File: src/rtl/dmem_arb_pkg.sv
// dmem_arb_pkg
// Shared types and default sizing for the data-memory arbiter slice.
//   arb_state_t : arbiter ownership state (IDLE, OWN0, OWN1)
//   port_id_t   : requester index, 0 = core load/store, 1 = bulk-copy/debug
//   DMEM_*      : default address width, data width and locked-burst length
package dmem_arb_pkg;

    localparam int DMEM_ADDR_W    = 10;
    localparam int DMEM_DATA_W    = 32;
    localparam int DMEM_MAX_BURST = 4;

    typedef enum logic [1:0] {
        IDLE = 2'd0,
        OWN0 = 2'd1,
        OWN1 = 2'd2
    } arb_state_t;

    typedef logic port_id_t;

    localparam port_id_t PORT0 = 1'b0;
    localparam port_id_t PORT1 = 1'b1;

endpackage

File: src/rtl/dmem_arb_pick.sv
// dmem_arb_pick
// Combinational two-way picker used while the arbiter is idle.
// A single valid port always wins; a tie is resolved by the tie policy.
// Build option: DMEM_ARB_RR_EN defined -> round-robin ties (go to the port
// that was not granted last); undefined -> fixed priority to port 0, except
// right after a forced end of a locked burst, when the tie goes to the
// other port.
// Ports:
//   valid[1:0]  : per-port request
//   last        : most recently granted port
//   force_other : previous tenure ended by hitting the burst limit
//   grant[1:0]  : one-hot grant (all zero when nothing is valid)
module dmem_arb_pick
    import dmem_arb_pkg::*;
(
    input  logic     [1:0] valid,
    input  port_id_t       last,
    input  logic           force_other,
    output logic     [1:0] grant
);

`ifdef DMEM_ARB_RR_EN
    localparam logic RR_TIES = 1'b1;
`else
    localparam logic RR_TIES = 1'b0;
`endif

    port_id_t tie_winner;

    always_comb begin
        tie_winner = (RR_TIES || force_other) ? port_id_t'(~last) : PORT0;
        grant      = 2'b00;
        case (valid)
            2'b01:   grant = 2'b01;
            2'b10:   grant = 2'b10;
            2'b11:   grant = (tie_winner == PORT1) ? 2'b10 : 2'b01;
            default: grant = 2'b00;
        endcase
    end

endmodule

File: src/rtl/dmem_arbiter.sv
// dmem_arbiter
// Shares the single-ported data memory between the core port (p0) and the
// bulk-copy/debug port (p1). Each accepted beat drives one memory access at
// address (base + offset) mod 2^ADDR_W; load data returns one cycle later.
// A requester holding lock keeps ownership for up to MAX_BURST beats.
// Build option: DMEM_ARB_RR_EN selects round-robin ties (see dmem_arb_pick).
//
// state | meaning
// ------+-------------------------------------------------------------
// IDLE  | no owner; picker chooses among valid ports
// OWN0  | port 0 holds a locked burst; only p0 may be accepted
// OWN1  | port 1 holds a locked burst; only p1 may be accepted
//
// Ports:
//   clk, reset                  : clock, synchronous active-high reset
//   pN_valid/ready              : beat handshake (accept = valid & ready)
//   pN_we, pN_lock              : store select, keep ownership after beat
//   pN_base, pN_offset          : address operands (low ADDR_W bits used)
//   pN_wdata                    : store data
//   pN_rvalid, pN_rdata         : load response, one cycle after accept
//   mem_en/we/addr/wdata        : memory command (zero when idle)
//   mem_rdata                   : memory read data, one cycle after mem_en
module dmem_arbiter
    import dmem_arb_pkg::*;
#(
    parameter int ADDR_W    = DMEM_ADDR_W,
    parameter int DATA_W    = DMEM_DATA_W,
    parameter int MAX_BURST = DMEM_MAX_BURST
) (
    input  logic              clk,
    input  logic              reset,

    input  logic              p0_valid,
    output logic              p0_ready,
    input  logic              p0_we,
    input  logic              p0_lock,
    input  logic [31:0]       p0_base,
    input  logic [15:0]       p0_offset,
    input  logic [DATA_W-1:0] p0_wdata,
    output logic              p0_rvalid,
    output logic [DATA_W-1:0] p0_rdata,

    input  logic              p1_valid,
    output logic              p1_ready,
    input  logic              p1_we,
    input  logic              p1_lock,
    input  logic [31:0]       p1_base,
    input  logic [15:0]       p1_offset,
    input  logic [DATA_W-1:0] p1_wdata,
    output logic              p1_rvalid,
    output logic [DATA_W-1:0] p1_rdata,

    output logic              mem_en,
    output logic              mem_we,
    output logic [ADDR_W-1:0] mem_addr,
    output logic [DATA_W-1:0] mem_wdata,
    input  logic [DATA_W-1:0] mem_rdata
);

    localparam int               CNT_W   = $clog2(MAX_BURST + 1);
    localparam logic [CNT_W-1:0] CNT_MAX = CNT_W'(MAX_BURST);
    localparam logic [CNT_W-1:0] CNT_ONE = CNT_W'(1);

    arb_state_t       state;
    logic [CNT_W-1:0] cnt;
    logic [CNT_W-1:0] cnt_inc;
    port_id_t         last;
    logic             force_other;
    logic             rvalid0_q;
    logic             rvalid1_q;
    logic [1:0]       grant;
    logic             acc0;
    logic             acc1;
    logic             sel_lock;

    // Only the low ADDR_W bits of the address operands take part.
    logic unused_addr_bits;
    assign unused_addr_bits = ^{p0_base[31:ADDR_W], p0_offset[15:ADDR_W],
                                p1_base[31:ADDR_W], p1_offset[15:ADDR_W]};

    dmem_arb_pick u_pick (
        .valid       ({p1_valid, p0_valid}),
        .last        (last),
        .force_other (force_other),
        .grant       (grant)
    );

    // Ready is only ever raised for a valid port, so ready alone marks a beat.
    always_comb begin
        p0_ready = 1'b0;
        p1_ready = 1'b0;
        if (!reset) begin
            case (state)
                IDLE: begin
                    p0_ready = grant[0];
                    p1_ready = grant[1];
                end
                OWN0:    p0_ready = p0_valid;
                OWN1:    p1_ready = p1_valid;
                default: ;
            endcase
        end
    end

    assign acc0    = p0_ready;
    assign acc1    = p1_ready;
    assign cnt_inc = cnt + CNT_ONE;

    always_comb begin
        mem_en    = 1'b0;
        mem_we    = 1'b0;
        mem_addr  = '0;
        mem_wdata = '0;
        sel_lock  = 1'b0;
        if (acc0) begin
            mem_en    = 1'b1;
            mem_we    = p0_we;
            mem_addr  = p0_base[ADDR_W-1:0] + p0_offset[ADDR_W-1:0];
            mem_wdata = p0_wdata;
            sel_lock  = p0_lock;
        end else if (acc1) begin
            mem_en    = 1'b1;
            mem_we    = p1_we;
            mem_addr  = p1_base[ADDR_W-1:0] + p1_offset[ADDR_W-1:0];
            mem_wdata = p1_wdata;
            sel_lock  = p1_lock;
        end
    end

    always_ff @(posedge clk) begin
        if (reset) begin
            state       <= IDLE;
            cnt         <= '0;
            last        <= PORT1;
            force_other <= 1'b0;
            rvalid0_q   <= 1'b0;
            rvalid1_q   <= 1'b0;
        end else begin
            rvalid0_q <= acc0 & ~p0_we;
            rvalid1_q <= acc1 & ~p1_we;
            if (acc0 || acc1) begin
                last <= acc1 ? PORT1 : PORT0;
                if (sel_lock && (cnt_inc < CNT_MAX)) begin
                    state       <= acc1 ? OWN1 : OWN0;
                    cnt         <= cnt_inc;
                    force_other <= 1'b0;
                end else begin
                    state       <= IDLE;
                    cnt         <= '0;
                    // Still asking for lock here means the burst limit cut
                    // the tenure short, so the next tie must hand over.
                    force_other <= sel_lock;
                end
            end else if (state != IDLE) begin
                state <= IDLE;
                cnt   <= '0;
            end
        end
    end

    // Gating with reset drops a response that was in flight when reset hit.
    assign p0_rvalid = rvalid0_q & ~reset;
    assign p1_rvalid = rvalid1_q & ~reset;
    assign p0_rdata  = p0_rvalid ? mem_rdata : '0;
    assign p1_rdata  = p1_rvalid ? mem_rdata : '0;

endmodule

File: config.mk
export PLATFORM = sky130hd
export DESIGN_NAME = dmem_arbiter
export DESIGN_NICKNAME = d
export VERILOG_FILES = /design/src/rtl/dmem_arb_pkg.sv /design/src/rtl/dmem_arb_pick.sv /design/src/rtl/dmem_arbiter.sv
export SDC_FILE = /design/constraint.sdc
export NUM_CORES = 1
export LEC_CHECK = 0
export ABC_CLOCK_PERIOD_IN_PS = 2420
export CORE_AREA = 5 5 119 121
export CTS_CLUSTER_SIZE = 14
export DETAILED_ROUTE_END_ITERATION = 8
export DIE_AREA = 0 0 124 126
export SETUP_SLACK_MARGIN = 0.4
export SYNTH_ARGS = -nofsm -noshare
export SYNTH_HDL_FRONTEND = slang
export SYNTH_SLANG_ARGS = --single-unit
File: constraint.sdc
create_clock -name clk -period 2.42 [get_ports clk]
set_input_delay 0.242 -clock clk [delete_from_list [all_inputs] [get_ports clk]]
set_output_delay 0.242 -clock clk [all_outputs]
set_load 0.02 [all_outputs]
# After elaboration in Yosys (flattened, before gate mapping)
# Index checks and enable logic that the tools add are counted.
totals:
  input_bits: 200
  output_inout_bits: 112
  elab_cells: 55
  regBits: 9
op_classes:
  mux: 27
  add_sub_neg: 3
  n_eq_ne: 5
  reduce_logical: 5
  bitwise_logic: 8
  n_lt_le_gt_ge: 1
op_table:
  columns: ["operator", "n"]
  rows:
  - ["two-way mux 32 bit", 4]
  - ["adder 10 bit", 2]
  - ["two-way mux 10 bit", 2]
  - ["two-way mux 1 bit", 10]
  - ["two-way mux 2 bit", 5]
  - ["two-way mux 3 bit", 3]
  - ["== test 2 bit, second input constant", 3]
  - ["case mux 2 bit (3 select lines)", 1]
  - ["AND 1 bit", 4]
  - ["== test 2 x 1 -> 1 bit, second input constant", 2]
  - ["inverter 1 bit", 4]
  - ["case mux 1 bit (2 select lines)", 2]
  - ["nonzero test 2 bit", 2]
  - ["adder 3 x 1 -> 3 bit, second input constant", 1]
  - ["< comparator 3 bit, second input constant", 1]
  - ["logical NOT 2 bit", 1]
  - ["logical AND 1 bit", 1]
  - ["logical OR 1 bit", 1]

# Logic depth before layout (Yosys ltp)
# Gate-level depths: netlist (run 1).
depth:
  depth_word: 11
  ltp_mapped: 9
  mapped_depth_nobuf: 9

# Cells and area by module
# A second synthesis (run 1) with hierarchy kept.
unflattened:
  hier_cells: 272
  area_unflattened_um2: 2110.8
modules_own_cells:
  columns: ["mod", "seq_area_each_um2", "cells_per_inst", "area_per_inst_um2", "n_inst"]
  rows:
  - ["dmem_arbiter", 180.2, 268, 2080.7, 1]
  - ["dmem_arb_pick", 0.0, 4, 30.0, 1]

# Least setup slack after synthesis (run 1)
# OpenSTA, ideal clock, no wires.
synth_path:
  kind: "input-to-output"
  start: "in p0_base[0]"
  end: "out mem_addr[8]"
  path_slack_ns: 0.224
  stages: 7
  t_required_ns: 2.178
  arrival_ns: 1.954
  path_cell_list: "ha_1 > fa_1 > a211oi_1 > nor2_1 > a221oi_1 > xor2_1 > o22ai_1"
synth_via:
  elab_chain_cells: 2
synth_rtl:
  columns: ["element", "line", "text"]
  rows:
  - ["from (decl)", "dmem_arbiter.sv:37", "input logic [31:0] p0_base,"]
  - ["adder 10 bit", "dmem_arbiter.sv:118", "mem_addr = p0_base[ADDR_W-1:0] + p0_offset[ADDR_W-1:0];"]
  - ["two-way mux 10 bit", "dmem_arbiter.sv:115", "if (acc0) begin"]
  - ["to (decl)", "dmem_arbiter.sv:55", "output logic [ADDR_W-1:0] mem_addr,"]
# Every way passes these cells.

# Worst setup path in the final report (run 1)
layout_path:
  start: "reg force_other"
  end: "out mem_we"
layout_via:
  elab_chain_cells: 7
  elab_cells_between_ends: 9
  classes_between: "mux: 9"
layout_rtl:
  columns: ["element", "line", "text"]
  rows:
  - ["from (decl)", "dmem_arbiter.sv:68", "logic force_other;"]
  - ["from (signal assigned)", "dmem_arbiter.sv:152", "force_other <= sel_lock;"]
  - ["two-way mux 1 bit (*)", "dmem_arb_pick.sv:31", "tie_winner = (RR_TIES || force_other) ? port_id_t'(~last) : PORT0;"]
  - ["two-way mux 2 bit (*)", "dmem_arb_pick.sv:36", "2'b11: grant = (tie_winner == PORT1) ? 2'b10 : 2'b01;"]
  - ["case mux 2 bit (3 select lines) (*)", "dmem_arb_pick.sv:33", "case (valid)"]
  - ["case mux 1 bit (2 select lines)", "dmem_arbiter.sv:93", "case (state)"]
  - ["two-way mux 1 bit", "dmem_arbiter.sv:92", "if (!reset) begin"]
  - ["two-way mux 1 bit", "dmem_arbiter.sv:121", "end else if (acc1) begin"]
  - ["two-way mux 1 bit (*)", "dmem_arbiter.sv:115", null]
  - ["to (decl)", "dmem_arbiter.sv:54", "output logic mem_we,"]
# Mark *: on every way between the ends. The rest lies on a longest branch, timed or not.

==> out/metrics.yaml, run 1 <==
status:
  outcome: "complete, no violations"
pwr:
  ir_worst_vdd_mv: 0.133
  cellPowerDensity_nw_per_um2: 254
  leakagePower_nw: 3.16
die:
  chipHeight_um: 126
  ioPinCount: 312
  start_util_pct: 14.9
  die-area_um2: 15600
  rows: 42
  die_w_um: 124
  core-area_um2: 13000
worst_setup_path:
  crit_family: "buffers and inverters"
  cpPeakStageDelay_ns: 0.36
  cp_cell_sequence: "nor2b_4, nor2_4, or3_4, clkinv_4, buf_16, buf_8, buf_6, buf_6, a22o_1, buf_6"
  cp-start-kind: "register"
  crit_fanout: 4
  cp.arrival_ns: 1.94
  cp_slowest_cell: "or3_4"
  crit_required_ns: 2.18
  critPathKind: "reg2out"
  cp.buffers_inverters: 6
  cpMostUsedCell: "buf_6"
  worstSetupEndpointType: "output pin"
global_routing:
  grtUsageTotal_pct: 16.0
  grt-ovfl-total: 0
  grt_max_degree: 34
  grt_pass1_vias: 3523
  grt_first_pass_wirelength_um: 19600
  antenna_found_initial: 5
timing:
  slew_violations: 0
  worst_hold_slack_ns: 0.474
  slew_headroom_pct: 71.2
  tightest_slew_ns: 0.430
  setup_viol: 0
  fin_setup_tns_ns: 0
  rsz0062_at_grt: "true"
  fin_crit_ns: 2.18
  finClkSkew_ns: 0.000429
  period_share_pct: 90.2
  clock.fmax_mhz: 458
  hold_viol: 0
route:
  vias_per_cell: 4.41
  num_vias: 3302
  ant_nets: 0
  wl_per_cell_um: 19.0
  drt_iter0_markers: 84
  drt_wl_total_um: 14200
  drt-pass1-iter-count: 4
  drc_errors: 0
clocking:
  htreeDepth: 1
  holdBufCountCts: 0
  clkLatencyLatePin_ns: 0.23
  cts_buffers: 3
  cts_tree: "built"
  cts.sinks: 9
  root_buffer: "clkbuf_16"
  clock_path_buffers: 2
  clkSlewWorstSetupHoldPaths_ns: 0.04
synth:
  avgSynthCellArea_um2: 7.72
  synthSimpleGateAreaFrac_pct: 31.5
  synth_area_leaders: "and2_1, a22o_1, ha_1"
  yosysSeqAreaShare_pct: 9.34
  synth_top_area_cell: "and2_1"
  synth_top_family_by_area: "compound AO/OA/AOI/OAI gates"
  synth_edf_count: 0
  ys_seq_elements: 9
  synth_common_cells: "and2_1, a22o_1, ha_1, nor2_1"
  yosys.cell_count.top_type: "and2_1"
  synth_flop_cell: "dfxtp_1"
  synthesis.area_um2: 1930
  synth-async-reset-ratio_pct: 0
  yosysWarningCount: 0
  synth_top_area_share_pct: 21.1
  synthMuxAreaShare_pct: 0
  synth-compound-area-share_pct: 32.1
  synth_xor_area_share_pct: 7.72
  syn_nets: 471
  syn_inst: 250
  synth.distinct_cells: 39
  synthAdderAreaFrac_pct: 14.4
placed_design:
  dpl-instance-area_um2: 4990
  io_buffers: 255
  hpwl_um: 11000
  dp.cells: 703
  gp_congestion: 0.891
finish:
  syn_to_final_growth_pct: 200
  fin_util_pct: 44.7
  fin_area_um2: 5800
  drive_gt1_share_pct: 35.6
  nets: 793
  post_layout_nonfiller_instances: 748
hold_path:
  min_path_type: "reg2reg"
flow_run:
  drv_cap: 0
-- per-layer routing --
metal / GRT usage (%) / share of wire [%]
met1: 17.4 / 37
met2: 29.1 / 48
met3: 6.77 / 14
met4: 2.38 / 1.1
met5: 0 / 0.39
-- final timing paths --
kind | to | depth (start not counted) | start | slack, ns
max | mem_we | 10 | force_other | 0.24
min | cnt[1] | 2 | cnt[1] | 0.47
max reg2reg | cnt[1] | 12 | last | 0.39
min reg2reg | cnt[1] | 2 | cnt[1] | 0.47
-- worst min-delay path: stages, from the launching register on --
cell	delay (ns)
dfxtp_1	0.31
nand2_1	0.06
o21ai_1	0.06
-- layout make-up --
| type | count | area (um2) |
|---|---|---|
| inverters | 7 | 33.8 |
| well taps | 176 | 220 |
| diodes | 1 | 2.50 |
| multi-input cells | 220 | 2070 |
| flip-flops and latches | 9 | 183 |
| repair buffers | 331 | 3210 |
| clock buffers | 4 | 78.8 |
| fillers | 1255 | 7180 |
-- metrics by stage --
step / power [W] / worst slack (ns)
floorplan: 0.000514 / 0.374
global placement: 0.00103 / -0.690
detailed placement: 0.00104 / -0.670
CTS: 0.00138 / 0.168
global route: 0.00155 / 0.178
finish: 0.00147 / 0.238
-- cells in the final DEF (no fill, tap or decap), drive strengths merged, types with 7 or more instances in the layout --
cell type / instances
xor2: 9
clkbuf: 14
dlymetal6s2s: 31
dlygate4sd2: 52
buf: 129
a21o: 9
xnor2: 8
o22ai: 7
clkdlybuf4s50: 106
nor2: 10
and2: 65
dfxtp: 9
ha: 19
a21oi: 9
a22o: 34
-- power by group --
| part | switching, W | total, W | internal, W |
|---|---|---|---|
| logic | 0.000433 | 0.00103 | 0.000596 |
| clock network | 0.0000674 | 0.000287 | 0.000220 |
| registers | 0.00000364 | 0.000158 | 0.000154 |
| total | 0.000504 | 0.00147 | 0.000970 |
-- registers in the layout (all words and copies together) (netlist names) --
| name | cells |
|---|---|
| state | 2 |
| cnt | 3 |
| last | 1 |
| rvalid0_q | 1 |
| rvalid1_q | 1 |
| force_other | 1 |
-- repair_timing --
action / CTS / global route
cloned: 1 / 2
pin swaps: 46 / 47
resized for setup: 320 / 141
endpoints found under the setup margin: 111 / 75
setup buffers: 24 / 13
hold endpoints to repair: 0 / 0
-- logic make-up after synthesis --
kind of cell / count (synthesis)
AOI/OAI and AO/OA: 80
adders and majority gates: 21
and+or+nand+nor: 102
DFF: 9
xor gates and xnor gates: 17
buffers and inverters: 21
No activity file was read; power rests on OpenSTA's default activity.
==> run 2, diff against run 1 <==
HOLD_SLACK_MARGIN = 0.08   (was unset)
==> results of run 2 <==
No change in the layout: final DEF, timing and power equal those of run 1.
